## config.mk

```make
export PLATFORM = sky130hd
export DESIGN_NAME = hazard_ctrl_flat
export DESIGN_NICKNAME = d
export VERILOG_FILES = /design/src/rtl/hazard_ctrl_if.sv /design/src/rtl/hazard_ctrl.sv /design/src/flat_wrapper.sv
export SDC_FILE = /design/constraint.sdc
export NUM_CORES = 1
export LEC_CHECK = 0
export BUFFER_PORTS_ARGS = -buffer_cell sky130_fd_sc_hd__buf_2
export CAP_MARGIN = 0
export CORE_MARGIN = 1.5
export CORE_UTILIZATION = 35
export CTS_CLUSTER_DIAMETER = 150
export DETAILED_ROUTE_END_ITERATION = 16
export PLACE_DENSITY = 0.7
export SLEW_MARGIN = 0
export SYNTH_ARGS = -nofsm -noshare
export SYNTH_HDL_FRONTEND = slang
export SYNTH_SLANG_ARGS = --single-unit
```

## constraint.sdc

```tcl
create_clock -name clk -period 1.8 [get_ports clk]
set_clock_uncertainty 0.15 [all_clocks]
set_input_delay 0.27 -clock clk [delete_from_list [all_inputs] [get_ports clk]]
set_output_delay 0.27 -clock clk [all_outputs]
set_load 0.005 [all_outputs]
```

## src/rtl/hazard_ctrl_if.sv

```systemverilog
// Hazard controller interface: ID/EX hazard inputs and front-end control outputs.
// master = pipeline side driving hazard inputs, slave = hazard_ctrl.
interface hazard_ctrl_if;
  logic [4:0] IFID_Rs;
  logic [4:0] IFID_Rt;
  logic       IFID_UsesRt;
  logic       IFID_IsMdu;
  logic       IFID_ReadsHiLo;
  logic [4:0] IDEX_Rt;
  logic       IDEX_MemRead;
  logic       EX_BranchTaken;

  logic       PC_Write;
  logic       IFID_Write;
  logic       IFID_Flush;
  logic       IDEX_Bubble;
  logic       Mdu_Start;
  logic       Mdu_Busy;
  logic [1:0] Ctrl_State;

  modport master (
    output IFID_Rs, IFID_Rt, IFID_UsesRt, IFID_IsMdu, IFID_ReadsHiLo,
           IDEX_Rt, IDEX_MemRead, EX_BranchTaken,
    input  PC_Write, IFID_Write, IFID_Flush, IDEX_Bubble,
           Mdu_Start, Mdu_Busy, Ctrl_State
  );

  modport slave (
    input  IFID_Rs, IFID_Rt, IFID_UsesRt, IFID_IsMdu, IFID_ReadsHiLo,
           IDEX_Rt, IDEX_MemRead, EX_BranchTaken,
    output PC_Write, IFID_Write, IFID_Flush, IDEX_Bubble,
           Mdu_Start, Mdu_Busy, Ctrl_State
  );
endinterface

```

## src/rtl/hazard_ctrl.sv

```systemverilog
// Pipeline hazard controller: load-use stall, MDU busy tracking/stall, branch flush.
// Optional HAZARD_STALL_CNT_EN adds a saturating 32-bit Stall_Cycles counter.
module hazard_ctrl #(
  parameter int MDU_LAT = 4
) (
  input  logic         clk,
  input  logic         rst_n,
  hazard_ctrl_if.slave hif
`ifdef HAZARD_STALL_CNT_EN
  ,
  output logic [31:0]  Stall_Cycles
`endif
);

  typedef enum logic [1:0] {
    RUN       = 2'd0,
    STALL_LU  = 2'd1,
    STALL_MDU = 2'd2,
    FLUSH     = 2'd3
  } cause_t;

  localparam logic [3:0] LAT = 4'(MDU_LAT);

  logic [3:0] busy_cnt_reg;
  logic       mdu_start_reg;
  cause_t     state_reg;

  cause_t cause;
  logic   lu_hazard;
  logic   mdu_hazard;
  logic   mdu_busy;
  logic   issue;
  logic   pc_write;
  logic   ifid_write;
  logic   ifid_flush;
  logic   idex_bubble;

  assign mdu_busy = (busy_cnt_reg != 4'd0);

  always_comb begin
    lu_hazard  = hif.IDEX_MemRead && (hif.IDEX_Rt != 5'd0) &&
                 ((hif.IDEX_Rt == hif.IFID_Rs) ||
                  (hif.IFID_UsesRt && (hif.IDEX_Rt == hif.IFID_Rt)));
    mdu_hazard = mdu_busy && (hif.IFID_ReadsHiLo || hif.IFID_IsMdu);

    if (hif.EX_BranchTaken)
      cause = FLUSH;
    else if (mdu_hazard)
      cause = STALL_MDU;
    else if (lu_hazard)
      cause = STALL_LU;
    else
      cause = RUN;

    issue = (cause == RUN) && hif.IFID_IsMdu;
  end

  always_comb begin
    pc_write    = 1'b1;
    ifid_write  = 1'b1;
    ifid_flush  = 1'b0;
    idex_bubble = 1'b0;
    case (cause)
      FLUSH: begin
        ifid_flush  = 1'b1;
        idex_bubble = 1'b1;
      end
      STALL_MDU, STALL_LU: begin
        pc_write    = 1'b0;
        ifid_write  = 1'b0;
        idex_bubble = 1'b1;
      end
      default: ;
    endcase
    // Reset holds the front end frozen with a NOP in ID, independent of the clock.
    if (!rst_n) begin
      pc_write    = 1'b0;
      ifid_write  = 1'b0;
      ifid_flush  = 1'b1;
      idex_bubble = 1'b1;
    end
  end

  always_ff @(posedge clk or negedge rst_n) begin
    if (!rst_n) begin
      busy_cnt_reg  <= 4'd0;
      mdu_start_reg <= 1'b0;
      state_reg     <= RUN;
    end else begin
      mdu_start_reg <= issue;
      state_reg     <= cause;
      // An in-flight op is older than any branch, so flushes never touch the counter.
      if (issue)
        busy_cnt_reg <= LAT;
      else if (busy_cnt_reg != 4'd0)
        busy_cnt_reg <= busy_cnt_reg - 4'd1;
    end
  end

`ifdef HAZARD_STALL_CNT_EN
  logic [31:0] stall_cnt_reg;

  always_ff @(posedge clk or negedge rst_n) begin
    if (!rst_n)
      stall_cnt_reg <= 32'd0;
    else if (!pc_write && (stall_cnt_reg != 32'hFFFF_FFFF))
      stall_cnt_reg <= stall_cnt_reg + 32'd1;
  end

  assign Stall_Cycles = stall_cnt_reg;
`endif

  assign hif.PC_Write    = pc_write;
  assign hif.IFID_Write  = ifid_write;
  assign hif.IFID_Flush  = ifid_flush;
  assign hif.IDEX_Bubble = idex_bubble;
  assign hif.Mdu_Start   = mdu_start_reg;
  assign hif.Mdu_Busy    = mdu_busy;
  assign hif.Ctrl_State  = state_reg;

endmodule
```

## src/flat_wrapper.sv

```systemverilog
// flat-port wrapper written by rule: the top's interface ports become plain ports
module hazard_ctrl_flat 
#(
  parameter int MDU_LAT = 4
)
  (clk, rst_n, hif_IFID_Rs, hif_IFID_Rt, hif_IFID_UsesRt, hif_IFID_IsMdu, hif_IFID_ReadsHiLo, hif_IDEX_Rt, hif_IDEX_MemRead, hif_EX_BranchTaken, hif_PC_Write, hif_IFID_Write, hif_IFID_Flush, hif_IDEX_Bubble, hif_Mdu_Start, hif_Mdu_Busy, hif_Ctrl_State);
  hazard_ctrl_if hif_i ();
  input  logic clk;
  input  logic rst_n;
  input wire logic [$bits(hif_i.IFID_Rs)-1:0] hif_IFID_Rs;
  input wire logic [$bits(hif_i.IFID_Rt)-1:0] hif_IFID_Rt;
  input wire logic [$bits(hif_i.IFID_UsesRt)-1:0] hif_IFID_UsesRt;
  input wire logic [$bits(hif_i.IFID_IsMdu)-1:0] hif_IFID_IsMdu;
  input wire logic [$bits(hif_i.IFID_ReadsHiLo)-1:0] hif_IFID_ReadsHiLo;
  input wire logic [$bits(hif_i.IDEX_Rt)-1:0] hif_IDEX_Rt;
  input wire logic [$bits(hif_i.IDEX_MemRead)-1:0] hif_IDEX_MemRead;
  input wire logic [$bits(hif_i.EX_BranchTaken)-1:0] hif_EX_BranchTaken;
  output wire logic [$bits(hif_i.PC_Write)-1:0] hif_PC_Write;
  output wire logic [$bits(hif_i.IFID_Write)-1:0] hif_IFID_Write;
  output wire logic [$bits(hif_i.IFID_Flush)-1:0] hif_IFID_Flush;
  output wire logic [$bits(hif_i.IDEX_Bubble)-1:0] hif_IDEX_Bubble;
  output wire logic [$bits(hif_i.Mdu_Start)-1:0] hif_Mdu_Start;
  output wire logic [$bits(hif_i.Mdu_Busy)-1:0] hif_Mdu_Busy;
  output wire logic [$bits(hif_i.Ctrl_State)-1:0] hif_Ctrl_State;
  assign hif_i.IFID_Rs = hif_IFID_Rs;
  assign hif_i.IFID_Rt = hif_IFID_Rt;
  assign hif_i.IFID_UsesRt = hif_IFID_UsesRt;
  assign hif_i.IFID_IsMdu = hif_IFID_IsMdu;
  assign hif_i.IFID_ReadsHiLo = hif_IFID_ReadsHiLo;
  assign hif_i.IDEX_Rt = hif_IDEX_Rt;
  assign hif_i.IDEX_MemRead = hif_IDEX_MemRead;
  assign hif_i.EX_BranchTaken = hif_EX_BranchTaken;
  assign hif_PC_Write = hif_i.PC_Write;
  assign hif_IFID_Write = hif_i.IFID_Write;
  assign hif_IFID_Flush = hif_i.IFID_Flush;
  assign hif_IDEX_Bubble = hif_i.IDEX_Bubble;
  assign hif_Mdu_Start = hif_i.Mdu_Start;
  assign hif_Mdu_Busy = hif_i.Mdu_Busy;
  assign hif_Ctrl_State = hif_i.Ctrl_State;
  hazard_ctrl #(.MDU_LAT(MDU_LAT)) u_core (.clk(clk), .rst_n(rst_n), .hif(hif_i));
endmodule
```

* After elaboration in Yosys (flattened, before gate mapping) *
Index checks and enable logic that the tools add are counted.

word-level totals
  memory bits (writable) = 0
  memories kept = 0
  output and inout port bits = 8
  register bits = 7
  bits in latches = 0
  logic and storage cells = 33
  memory bits (read-only) = 0

operators by class
  shift-type cells = 0
  order comparisons = 0
  add/sub/neg operators = 1
  multiplexer cells = 11
  reduce and logical (&&, ||, !) cells = 13
  eq/ne operators = 5
  bitwise gates (word level) = 0
  divide/modulo/power cells = 0
  $mul = 0

operator list
  operator               count
  $eq A5 B5 Y1           2
  $mux W4                2
  $mux W1                7
  $logic_and A1 B1 Y1    5
  $reduce_bool A5 Y1     1
  $eq A2 B2 Y1 const B   2
  $mux W2                2
  $reduce_bool A4 Y1     1
  $sub A4 B1 Y4 const B  1
  $reduce_or A3 Y1       1
  $eq A2 B1 Y1 const B   1
  $logic_not A2 Y1       1
  $logic_or A1 B1 Y1     2
  $reduce_bool A2 Y1     1
  $reduce_or A2 Y1       1

* Logic depth before layout (Yosys ltp) *
  depth in word-level cells = 11
  gate-level depth with buffers = 10
  depth with buffers taken out = 9

* Least setup slack after synthesis *
Ideal clock, no wire load.

  path kind = reg2out
  from = register u_core.busy_cnt_reg[0]
  to = output hif_PC_Write
  required time = 1.380 ns
  arrival time = 1.660 ns
  stages on the path, launching flop included = 10
  buffers on the path = 1
  path slack = -0.280 ns
  cell sequence = dfrtp_1 -> inv_1 -> ha_1 -> and2_4 -> inv_2 -> o21ai_2 -> a41oi_1 -> ha_1 -> nor2b_1 -> buf_4

on the way
  longest elaborated chain between the ends = 8
  elaborated cells on any way between the ends = 9
  classes of those cells = eq/ne (2); mux (4); reduce/logical (3)

ends and longest elaborated chain
  what                                                 RTL line            source
  start: declaration                                   hazard_ctrl.sv:24   logic [3:0] busy_cnt_reg;
  start signal: assignment                             hazard_ctrl.sv:96   busy_cnt_reg <= busy_cnt_reg - 4'd1;
  $reduce_bool A4 Y1 (*)                               hazard_ctrl.sv:38   assign mdu_busy = (busy_cnt_reg != 4'd0);
  via hif_Mdu_Busy                                     flat_wrapper.sv:23  output wire logic [$bits(hif_i.Mdu_Busy)-1:0] hif_Mdu_Busy;
  $logic_and A1 B1 Y1 (*)                              hazard_ctrl.sv:44   mdu_hazard = mdu_busy && (hif.IFID_ReadsHiLo || hif.IFID_IsMdu);
  $mux W2 (*)                                          hazard_ctrl.sv:48   else if (mdu_hazard)
  $mux W2 (*)                                          hazard_ctrl.sv:46   if (hif.EX_BranchTaken)
  $eq A2 B2 Y1 / $eq A2 B1 Y1 (equally long branches)  n/a
  $reduce_or A2 Y1 (*)                                 n/a
  $mux W1 (*) (2 in a row)                             n/a
  end: declaration                                     flat_wrapper.sv:18  output wire logic [$bits(hif_i.PC_Write)-1:0] hif_PC_Write;

Mark *: on every way through the listed nets, which the timed path passes. The rest lies on a longest branch.

* Worst setup path in the final report *
  from = register u_core.busy_cnt_reg[0]
  to = output hif_IFID_Write

on the way
  longest elaborated chain between the ends = 8
  elaborated cells on any way between the ends = 9
  classes of those cells = eq/ne (2); mux (4); reduce/logical (3)

ends and longest elaborated chain
  what                                                 RTL line            source
  $reduce_bool A4 Y1 (*)                               hazard_ctrl.sv:38
  $logic_and A1 B1 Y1 (*)                              hazard_ctrl.sv:44
  $mux W2 (*)                                          hazard_ctrl.sv:48
  $mux W2 (*)                                          hazard_ctrl.sv:46
  $eq A2 B2 Y1 / $eq A2 B1 Y1 (equally long branches)  hazard_ctrl.sv:63   case (cause)
  $reduce_or A2 Y1 (*)                                 n/a
  $mux W1 (*)                                          hazard_ctrl.sv:63
  $mux W1 (*)                                          hazard_ctrl.sv:76   if (!rst_n) begin
  end: declaration                                     flat_wrapper.sv:19  output wire logic [$bits(hif_i.IFID_Write)-1:0] hif_IFID_Write;

Every way passes the cells marked *; elsewhere a longest branch is shown, timed or not.

==> flow_summary.toml <==
[timing]
worst_slack_ps = -365
max_slew_margin = 0.784
slew_viol_final = 0
fin_crit_ps = 2160
max_freq_mhz = 462
worst_pin_slew_ps = 323
finalHoldViolations = 0
hold_slack_ps = 158
finalSetupViolCount = 3
final.period_utilization = 1.20
rsz0062_at_grt = "true"

[setup_path]
start_kind = "flip-flop"
slowest_delay_ps = 360
reg2reg_slack_ps = 40
crit_chain = "inv_2 > ha_2 > and2_4 > inv_4 > o21ai_4 > a41oi_2 > ha_4 > nor2b_2 > buf_2"
worst_ep_arrival_time_ps = 1740
crit_fanout = 3
slowest_stage = "dfrtp_1"
end_kind = "output port"
criticalPathCategory = "flip-flop to output port"
required_ps = 1380

[clock_network]
numCtsBuffers = 3
cts_root_buf = "clkbuf_4"
clkTransAtPathRegs_ps = 50
cts_buffer_depth = 2
cts_tree = "yes"
htree_levels = 1
numClockSinks = 7
clk_latency_ps = 250

[drt]
routed_wl_um = 1210
first_iter_violations = 5
routed_via_density = 4.57
ant_nets = 0
wire_per_inst_um = 10.7
drc_errors = 0
dr.pass1.iters = 4
num_vias = 516

[placed_design]
port_buffers = 29
place_area_um2 = 747
post-dp-hpwl_um = 951
gp_congestion = 0.737

[synthesis]
yosysWarnings = 0
synth.distinct_cells = 23
syn_area_per_cell_um2 = 9.38
ys_ff_latch = 7
synth_fp_nets = 80
synthTopCellsByArea = "dfrtp_1, xnor2_1, ha_1, nor3_1, nand2_1"
yosysTopAreaCell = "dfrtp_1"
syn_area_um2 = 507
synth_cells = 54
yosysSeqAreaShare = 0.346
yosysTopAreaCellShare = 0.346

[global_route]
antenna_found_initial = 0
grt_pass1_vias = 483
grt_max_degree = 8
grt_use_total = 0.178
grt_overflow_total = 0
grt_pass1_wl_um = 1900

[die]
fp.coreArea_um2 = 1320
rows = 13
ioPinCount = 30
initial_utilization = 0.385
die_w_um = 41.1
dieHeight_um = 41.1
die-area_um2 = 1690

[run]
cap_violations = 0

[status]
violations = "setup timing"
status = "complete, but fails checks"

[cells_and_area]
n_antenna_cell = 0
seqCellArea_um2 = 175
largest_register_ffs = 4
utilization = 0.640
multi_input_area_um2 = 364
layout.nets = 125
nFillCells = 112
drive_gt1_frac = 0.592
final_area_um2 = 843
area_growth_pct = 66.4

[hold_path]
hold_path.class = "input port to flip-flop"

[pwr]
power.density_nw_per_um2 = 1100
ir_drop_v = 0.000719
leakagePower_uw = 0.000409
cell type report:
class,instances,share of cell area
tap,15,0.0223
sequential,7,0.208
multi-input combinational,42,0.432
clock buffer,4,0.0312
timing repair buffer,42,0.291
inverter,3,0.0163
power breakdown:
part / internal, uW / total (uW) / switching, uW
clock: 84.6 / 144 / 58.9
combinational: 325 / 544 / 219
sequential: 214 / 242 / 28.5
total: 623 / 930 / 307
cell usage after synthesis (all sizes together):
library cell	number
a211oi	1
a21o	1
a41o	1
a41oi	1
and2	2
buf	1
clkbuf	1
dfrtp	7
ha	4
inv	3
nand2	4
nand2b	2
nand3	1
nand4	1
nor2	4
nor2b	2
nor3	3
o21ai	1
o22ai	1
xnor2	12
xor2	1
worst paths after layout:
kind | startpoint | to | cells past startpoint
worst min register to register | u_core.busy_cnt_reg[3] | u_core.busy_cnt_reg[3] | 3
worst max register to register | u_core.busy_cnt_reg[0] | u_core.busy_cnt_reg[2] | 9
min in group asynchronous | rst_n | u_core.busy_cnt_reg[1] | 2
worst min-delay path | hif_IDEX_MemRead | u_core.hif.Ctrl_State[0] | 2
max in group asynchronous | rst_n | u_core.hif.Mdu_Start | 2
worst max-delay path | u_core.busy_cnt_reg[0] | hif_IFID_Write | 9
what timing repair did:
| item | CTS | global route |
|---|---|---|
| hold buffers | 1 | 0 |
| setup buffers | 4 | 0 |
| hold endpoints to repair | 7 | 0 |
| gates resized for setup | 3 | 5 |
| setup endpoints to repair | 5 | 7 |
| pin swaps | 0 | 0 |
critical path, delay by kind of cell (launching register included):
kind | cells | cell delay (ps)
adders and majority gates | 2 | 410
DFF | 1 | 360
and+or+nand+nor | 2 | 250
AOI/OAI and AO/OA | 2 | 260
buffers and inverters | 3 | 230
stage by stage:
stage               instances  total power [uW]  TNS, ps  worst slack [ps]
finish                    113               930    -1090              -365
floorplan                  54               500     -147              -134
CTS                       113               915    -1110              -376
global placement          104               690     -411              -161
detailed placement        104               705     -671              -209
global route              113               996    -1390              -451
cells by family (layout without fill, tap and decap cells):
| group | after synthesis | count (layout) | share of synthesized area |
|---|---|---|---|
| flip-flops | 7 | 7 | 0.346 |
| adder cells (fa/ha/maj) | 4 | 4 | 0.0988 |
| buffers and inverters | 5 | 49 | 0.0444 |
| XOR/XNOR | 13 | 13 | 0.225 |
| AND/OR/NAND/NOR | 19 | 19 | 0.190 |
| AO/OA/AOI/OAI | 6 | 6 | 0.0963 |
cell usage in the layout (no fill, tap or decap), types with 2 or more instances in the layout:
cell type / n
buf_2: 29
xnor2_1: 12
buf_4: 12
dfrtp_1: 7
nor2_1: 4
nand2_1: 4
clkbuf_4: 3
and2_4: 2
nand2b_1: 2
nor3_1: 2
inv_2: 2
ha_2: 2
metal layers:
layer | global-route usage | up-vias | wire, um
met1 | 0.208 | 234 | 532
met4 | 0.0750 | 0 | 12
li1 | - | 267 | -
met5 | 0 | - | 0
met3 | 0.0489 | 2 | 51
met2 | 0.301 | 13 | 617
No activity file was read; power rests on OpenSTA's default activity.
